File: src/rtl/fp16_pkg.sv
// Shared FP16 field widths, constants and accumulator state encoding.
package fp16_pkg;

  localparam int SIGN_W = 1;
  localparam int EXP_W  = 5;
  localparam int MAN_W  = 10;
  localparam int FP16_W = SIGN_W + EXP_W + MAN_W;

  localparam logic [FP16_W-1:0] FP16_ZERO = 16'h0000;
  localparam logic [FP16_W-1:0] FP16_QNAN = 16'h7E00;

  typedef enum logic [1:0] {
    IDLE = 2'd0,
    ACC  = 2'd1,
    DONE = 2'd2
  } acc_state_t;

  // All-ones exponent marks Inf or NaN.
  function automatic logic is_exp_max(input logic [FP16_W-1:0] v);
    return &v[FP16_W-SIGN_W-1 -: EXP_W];
  endfunction

endpackage

File: src/rtl/fp16_acc_counter.sv
// Beat counter for the accumulator; saturates at MAX_LEN and flags the beat that reaches it.
module fp16_acc_counter
  import fp16_pkg::*;
#(
  parameter int MAX_LEN = 256,
  localparam int CW     = $clog2(MAX_LEN + 1)
) (
  input  logic          clk,
  input  logic          rst,
  input  logic          clr_i,
  input  logic          inc_i,
  output logic [CW-1:0] count_o,
  output logic          hit_max_o
);

  localparam logic [CW-1:0] MAX_CNT   = CW'(MAX_LEN);
  localparam logic [CW-1:0] LAST_BEAT = CW'(MAX_LEN - 1);

  logic [CW-1:0] count_q, count_d;

  // NOTE: every always_comb output gets a default first so no path leaves it unassigned (no latch).
  always_comb begin
    count_d = count_q;
    if (clr_i) begin
      count_d = '0;
    end else if (inc_i && (count_q != MAX_CNT)) begin
      count_d = count_q + 1'b1;
    end
  end

  // NOTE: sequential state uses non-blocking assignment so all flops update from pre-edge values.
  always_ff @(posedge clk) begin
    if (rst) begin
      count_q <= '0;
    end else begin
      count_q <= count_d;
    end
  end

  assign count_o   = count_q;
  assign hit_max_o = inc_i && (count_q == LAST_BEAT);

endmodule

File: src/rtl/fp16_accumulator.sv
// Streaming FP16 row-sum stage around an external combinational adder.
// Optional FP16_ACC_NAN_GUARD_EN forces a quiet NaN result when any beat was Inf/NaN.
module fp16_accumulator
  import fp16_pkg::*;
#(
  parameter int MAX_LEN = 256,
  localparam int CW     = $clog2(MAX_LEN + 1)
) (
  input  logic          clk,
  input  logic          rst,
  input  logic          in_valid,
  output logic          in_ready,
  input  logic [15:0]   in_data,
  input  logic          in_last,
  output logic [15:0]   add_a,
  output logic [15:0]   add_b,
  input  logic [15:0]   add_sum,
  output logic          out_valid,
  input  logic          out_ready,
  output logic [15:0]   out_data,
  output logic [CW-1:0] out_count,
  output logic          out_len_err
);

  acc_state_t  state_q, state_d;
  logic [15:0] acc_q, acc_d;
  logic        err_q, err_d;
  logic        accept, hs_out, clr, hit_max;

  assign in_ready  = (state_q != DONE);
  assign out_valid = (state_q == DONE);
  assign accept    = in_valid && in_ready;
  assign hs_out    = out_valid && out_ready;
  assign clr       = hs_out;

  // The adder sits outside; acc feeds operand a, the incoming beat feeds b directly.
  assign add_a = acc_q;
  assign add_b = in_data;

  fp16_acc_counter #(.MAX_LEN(MAX_LEN)) u_counter (
    .clk      (clk),
    .rst      (rst),
    .clr_i    (clr),
    .inc_i    (accept),
    .count_o  (out_count),
    .hit_max_o(hit_max)
  );

  always_comb begin
    state_d = state_q;
    acc_d   = acc_q;
    err_d   = err_q;
    case (state_q)
      IDLE, ACC: begin
        if (accept) begin
          acc_d = add_sum;
          if (in_last || hit_max) begin
            state_d = DONE;
            err_d   = hit_max && !in_last;
          end else begin
            state_d = ACC;
          end
        end
      end
      DONE: begin
        if (out_ready) begin
          state_d = IDLE;
          acc_d   = FP16_ZERO;
          err_d   = 1'b0;
        end
      end
      default: state_d = IDLE;
    endcase
  end

  always_ff @(posedge clk) begin
    if (rst) begin
      state_q <= IDLE;
      acc_q   <= FP16_ZERO;
      err_q   <= 1'b0;
    end else begin
      state_q <= state_d;
      acc_q   <= acc_d;
      err_q   <= err_d;
    end
  end

  assign out_len_err = err_q;

`ifdef FP16_ACC_NAN_GUARD_EN
  logic nan_q, nan_d;

  always_comb begin
    nan_d = nan_q;
    if (hs_out) begin
      nan_d = 1'b0;
    end else if (accept && is_exp_max(in_data)) begin
      nan_d = 1'b1;
    end
  end

  always_ff @(posedge clk) begin
    if (rst) begin
      nan_q <= 1'b0;
    end else begin
      nan_q <= nan_d;
    end
  end

  assign out_data = (out_valid && nan_q) ? FP16_QNAN : acc_q;
`else
  assign out_data = acc_q;
`endif

endmodule

File: config.mk
export PLATFORM = sky130hd
export DESIGN_NAME = fp16_accumulator
export DESIGN_NICKNAME = d
export VERILOG_FILES = /design/src/rtl/fp16_pkg.sv /design/src/rtl/fp16_acc_counter.sv /design/src/rtl/fp16_accumulator.sv
export SDC_FILE = /design/constraint.sdc
export NUM_CORES = 1
export LEC_CHECK = 0
export CAP_MARGIN = 20
export CORE_MARGIN = 5
export CORE_UTILIZATION = 38
export CTS_CLUSTER_DIAMETER = 50
export DETAILED_ROUTE_END_ITERATION = 12
export PLACE_DENSITY = 0.83
export SYNTH_ARGS = -nofsm -noshare
export SYNTH_HDL_FRONTEND = slang
export SYNTH_HIERARCHICAL = 1
export SYNTH_SLANG_ARGS = --single-unit
File: constraint.sdc
create_clock -name clk -period 3.1 [get_ports clk]
set_input_delay 0.31 -clock clk [delete_from_list [all_inputs] [get_ports clk]]
set_output_delay 0.31 -clock clk [all_outputs]
set_load 0.03 [all_outputs]
==> results of run 1 <==
-- power by group through the flow --
stage	registers, W	logic [W]	clock network (W)
5_1_grt	0.000398	0.000227	0.000238
3_3_place_gp	0.000402	0.000210	0
2_1_floorplan	0.000433	0.000143	0
4_1_cts	0.000395	0.000214	0.000225
6_report	0.000394	0.000211	0.000217
3_5_place_dp	0.000403	0.000213	0
-- state kept, by name, indices dropped and copies added, names as in the netlist --
| signal | cells |
|---|---|
| state_q | 2 |
| u_counter/count_o | 9 |
| out_len_err | 1 |
| add_a | 16 |
-- final timing paths --
kind                                 start              endpoint  slack, ps  depth (start not counted)
worst max-delay path            state_q[1]             out_valid       1210                          2
worst min-delay path              add_a[5]              add_a[5]        480                          2
worst max register to register  state_q[0]  u_counter/count_o[8]       1350                          5
worst min register to register    add_a[5]              add_a[5]        480                          2
-- worst max-delay path, cell delays in order, from the launching register on --
cell	delay (ps)
dfxtp_1	410
nor2b_1	220
clkdlybuf4s50_1	700
-- placed cells by master, fill, tap and decap left out, types with 2 or more instances in the layout --
| master | instances |
|---|---|
| mux2i_1 | 3 |
| or3_1 | 3 |
| nor4b_2 | 2 |
| a21oi_1 | 19 |
| xor2_1 | 2 |
| nand4_1 | 2 |
| clkdlybuf4s50_1 | 64 |
| nor2_1 | 6 |
| and2_1 | 2 |
| o21ai_0 | 4 |
| clkbuf_8 | 4 |
| nand3_1 | 19 |
| dfxtp_1 | 28 |
| nand2_1 | 23 |
| inv_1 | 4 |
| ha_1 | 3 |
-- per-layer routing --
layer	wire, um	track usage (%)	up-vias	share of wire [%]
met5	0	0	-	0
met4	17	2.30	0	0.52
met3	317	3.19	4	9.8
met2	1530	21.3	49	47
met1	1380	15.6	570	43
li1	-	-	613	-
-- layout make-up --
| cell class | instances | area share (%) |
|---|---|---|
| Clock buffer | 4 | 2.85 |
| Inverter | 5 | 0.970 |
| Multi-Input combinational cell | 102 | 30.6 |
| Sequential cell | 28 | 29.0 |
| Tap cell | 48 | 3.10 |
| Timing Repair Buffer | 65 | 33.5 |
-- stage by stage --
| stage | area [um^2] | hold WS (ps) |
|---|---|---|
| 4_1_cts | 1930 | 488 |
| 3_5_place_dp | 1880 | 475 |
| 2_1_floorplan | 1460 | 402 |
| 3_3_place_gp | 1880 | 464 |
| 5_1_grt | 1930 | 512 |
| 6_report | 1930 | 484 |
-- kinds of logic after synthesis --
| group | after synthesis |
|---|---|
| flops | 28 |
| fa+ha+maj | 3 |
| mux | 3 |
| buf+inv | 44 |
| xor+xnor | 3 |
| compound gates | 28 |
| simple gates | 65 |
==> impl_metrics.tcl, run 1 <==
set metrics [dict create \
    cts.sinks 28 \
    cts_setup_buffers 0 \
    place_ws_ps 965 \
    synth_top_area_share_pct 38.5 \
    area_delta_synth_final_pct 32.8 \
    cp-end-kind "output port" \
    fin_tns_setup_ps 0 \
    vdd_drop_max_uv 173 \
    period_share_pct 61.1 \
    min_period_ps 1890 \
    post-route-util_pct 52.4 \
    muxShareOfSynthArea_pct 2.06 \
    io_buffer_count 64 \
    p_sw_w 0.000236 \
    synth_edf_count 0 \
    row_count 22 \
    synthFlopType "dfxtp_1" \
    slew_headroom_pct 49.5 \
    place_congestion 0.727 \
    viasPerCell 4.90 \
    numCtsBuffers 3 \
    power_leakage_nw 0.706 \
    cts_buffer_depth 2 \
    cts_max_level 1 \
    hold_path.class "reg2reg" \
    synth_most_common_cell "buf_4" \
    grt_pass1_wl_um 5280 \
    grt_max_degree 22 \
    die_h_um 71.9 \
    hold_violations 0 \
    path_max_fanout 5 \
    combPwrFrac_pct 25.7 \
    avgSynthCellArea_um2 8.37 \
    synth.largest_area_cell "dfxtp_1" \
    switching_share_pct 28.7 \
    postRouteAntennaNets 0 \
    wl_per_cell_um 12.9 \
    setup_violations 0 \
    drc 0 \
    syn_area_mm2 0.00146 \
    drv_cap 0 \
    regArea_um2 561 \
    clock_power_share_pct 26.4 \
    fmax_mhz 528 \
    p_int_w 0.000587 \
    drtIter0Drc 53 \
    initial_core_util_pct 39.5 \
    synth_cells 174 \
    synth-compound-area-share_pct 11.1 \
    diodes 0 \
    grt_pass1_vias 1126 \
    layout_setup_ws_ps 1210 \
    powerDensity_mw_per_mm2 425 \
    ys_ff_latch 28 \
    multi_input_area_um2 592 \
    seq_area_frac_synth_pct 38.5 \
    worstSetupStartpointType "flop" \
    worst_slew_pin_slew_ps 755 \
    nNetsFinal 245 \
    root_buffer "clkbuf_8" \
    fp.dieArea_mm2 0.00517 \
    num_vias 1236 \
    cts_tree "done" \
    io-pin-count 97 \
    wl_um 3250 \
    drv_slew 0 \
    cts_resized 0 \
    total_power_w 0.000823 \
    globalRouteOverflowTotal 0 \
    core_mm2 0.00369 \
    synthXorXnorAreaFrac_pct 1.80 \
    antenna_found_initial 0 \
    ys_warn_count 6 \
    synthSimpleGateAreaFrac_pct 23.1 \
    dp_hpwl_um 2530 \
    fill_cells 363 \
    drive_gt1_share_pct 6.37 \
    final.setup_skew_ps 3.83 \
    synth_cell_types 34 \
    synth_fa_ha_area_share_pct 2.58 \
    grt_usage_pct 12.4 \
    synthArstFlopShare_pct 0 \
    path_clk_slew_ps 90 \
    first_pass_iters 6 \
    yosys-top-cells-area "dfxtp_1, buf_4, a21oi_1" \
    die_w_um 71.9 \
    yosys-top-cells-count "buf_4, dfxtp_1, nand2_1, a21oi_1, nand3_1" \
    rsz0062_at_grt "false" \
    syn-num-nets 214 \
    cp.arrival_ps 1580 \
    setup.worst_path.class "reg2out" \
    stdcell_count 252 \
    synth_top_family_by_area "simple AND/OR/NAND/NOR gates" \
    clk_latency_ps 260 \
    outcome "finished, final reports clean" \
    seqPwrFrac_pct 47.9 \
    postCtsHoldBufs 0 \
    place_inst 248 \
    worst_ep_required_time_ps 2790 \
]
(Power assumes the default switching activity.)
==> inputs of run 2 (changes only) <==
--- a/config.mk
+++ b/config.mk
@@ -7,10 +7,10 @@
 export LEC_CHECK = 0
 export CAP_MARGIN = 20
 export CORE_MARGIN = 5
-export CORE_UTILIZATION = 38
+export CORE_UTILIZATION = 32
 export CTS_CLUSTER_DIAMETER = 50
 export DETAILED_ROUTE_END_ITERATION = 12
-export PLACE_DENSITY = 0.83
+export PLACE_DENSITY = 0.74
 export SYNTH_ARGS = -nofsm -noshare
 export SYNTH_HDL_FRONTEND = slang
 export SYNTH_HIERARCHICAL = 1
==> constraint.sdc (replaced) <==
create_clock -name clk -period 1.6 [get_ports clk]
set_input_delay 0.16 -clock clk [delete_from_list [all_inputs] [get_ports clk]]
set_output_delay 0.16 -clock clk [all_outputs]
set_load 0.03 [all_outputs]
==> run 2 against run 1 <==
- global-route usage fell by 0.87 points
- register-to-register slack got worse by 1200 ps
- sequential power rose by 94%
- clock-buffer cell count did not move
- largest cell class unchanged
- largest power group unchanged
==> impl_metrics.tcl, run 2 (same netlist as run 1, synthesis figures left out) <==
set metrics [dict create \
    reg2reg_depth 7 \
    cp.arrival_ps 1360 \
    first_pass_iters 4 \
    setup.worst_path.class "reg2out" \
    path_max_fanout 6 \
    drc 0 \
    viasPerCell 4.75 \
    largest_reg_flops 16 \
    drv_slew 0 \
    cts.sinks 28 \
    hold_path.class "in2out" \
    timing.rr.end "out_len_err" \
    postRouteAntennaNets 0 \
    die_w_um 77.5 \
    period_share_pct 94.7 \
    vdd_drop_max_uv 399 \
    crit_end "out_count[4]" \
    io-pin-count 97 \
    drive_gt1_share_pct 16.6 \
    io_buffer_count 64 \
    drv_cap 0 \
    outcome "finished, final reports clean" \
    crit_start "u_counter/count_o[4]" \
    area_delta_synth_final_pct 43.0 \
    layout_common_cells "clkdlybuf4s50_1, nand2_1, dfxtp_1" \
    nNetsFinal 258 \
    fin_tns_setup_ps 0 \
    globalRouteOverflowTotal 0 \
    rsz0062_at_grt "false" \
    core_mm2 0.00438 \
    postCtsHoldBufs 0 \
    wl_per_cell_um 13.2 \
    r2r-start "u_counter/count_o[0]" \
    clk_latency_ps 270 \
    cts_max_level 1 \
    final.setup_skew_ps 7.03 \
    row_count 24 \
    min_period_ps 1520 \
    worstSetupStartpointType "flop" \
    cts_setup_buffers 0 \
    root_buffer "clkbuf_8" \
    regArea_um2 567 \
    place_inst 265 \
    wl_um 3540 \
    grt_pass1_vias 1265 \
    grt_max_degree 20 \
    antenna_found_initial 0 \
    path_clk_slew_ps 90 \
    stdcell_count 269 \
    max_stage_delay_ps 700 \
    die_h_um 77.5 \
    power_leakage_nw 0.892 \
    initial_core_util_pct 33.2 \
    num_vias 1279 \
    hold_violations 0 \
    r2r_slack_ps 120 \
    critPathSlowestCell "clkdlybuf4s50_1" \
    post-route-util_pct 47.5 \
    drtIter0Drc 38 \
    grt_pass1_wl_um 5780 \
    cts_buffer_depth 2 \
    slew_headroom_pct 76.7 \
    multi_input_area_um2 621 \
    place_congestion 0.819 \
    worst-path-stages 1 \
    fill_cells 441 \
    critPathTopFamily "buffers and inverters" \
    diodes 0 \
    grt_usage_pct 11.5 \
    cp-end-kind "output port" \
    powerDensity_mw_per_mm2 782 \
    fmax_mhz 660 \
    path_cells "clkdlybuf4s50_1" \
    fin_hold_ws_ps 320 \
    final_common_cell "clkdlybuf4s50_1" \
    numCtsBuffers 3 \
    fp.dieArea_mm2 0.00600 \
    critical_path_buf_inv_count 1 \
    dp_hpwl_um 2760 \
    worst_slew_pin_slew_ps 348 \
    cts_tree "done" \
    worst_ep_required_time_ps 1440 \
    setup_violations 0 \
]
==> run 2: cell types whose count changed in the layout (fill, tap and decap cells not counted), moves of 2 or more <==
cell,delta
clkdlybuf4s50_1,-9
dfxtp_1,-5
dlygate4sd2_1,+3
dlymetal6s2s_1,+6
buf_4,+13
dfxtp_2,+5
and2_1,-2
==> run 2: power breakdown <==
group / switching (W) / internal (W)
registers: 0.0000298 / 0.000734
logic: 0.000235 / 0.000202
clock network: 0.000209 / 0.000220
total: 0.000473 / 0.00116
==> run 2: cell type report <==
type / count / share of cell area (%)
Clock buffer: 4 / 2.64
Tap cell: 52 / 3.12
Sequential cell: 28 / 27.2
Inverter: 5 / 0.901
Timing Repair Buffer: 78 / 36.3
Multi-Input combinational cell: 102 / 29.8
==> run 2: worst min path at each step <==
stage | start | endpoint | slack [ps] | depth (start not counted)
floorplan | in_last | out_len_err | 250 | 1
global placement | in_data[5] | add_b[5] | 320 | 0
detailed placement | in_data[5] | add_b[5] | 320 | 0
CTS | in_data[5] | add_b[5] | 320 | 0
global route | in_data[11] | add_b[11] | 320 | 0
finish | in_data[0] | add_b[0] | 320 | 0
==> run 2: stage by stage <==
step / power [W] / worst slack (ps) / cell area, um^2
detailed placement: 0.00122 / -3.88 / 1990
global placement: 0.00121 / 6.82 / 1990
global route: 0.00172 / 15.2 / 2080
finish: 0.00163 / 84.9 / 2080
floorplan: 0.00112 / -3.72 / 1470
CTS: 0.00165 / 4.17 / 2050
==> run 2: metal layers <==
layer	global-route usage [%]	vias up	part of all wire [%]
met3	3.70	4	8.8
met1	13.0	584	43
met5	0	-	0
li1	-	639	-
met2	20.5	52	47
met4	3.26	0	0.54
==> run 2: what timing repair did <==
| item | CTS | global route |
|---|---|---|
| gates resized for setup | 3 | 12 |
| endpoints found under the setup margin | 3 | 11 |
| pin swaps | 0 | 1 |
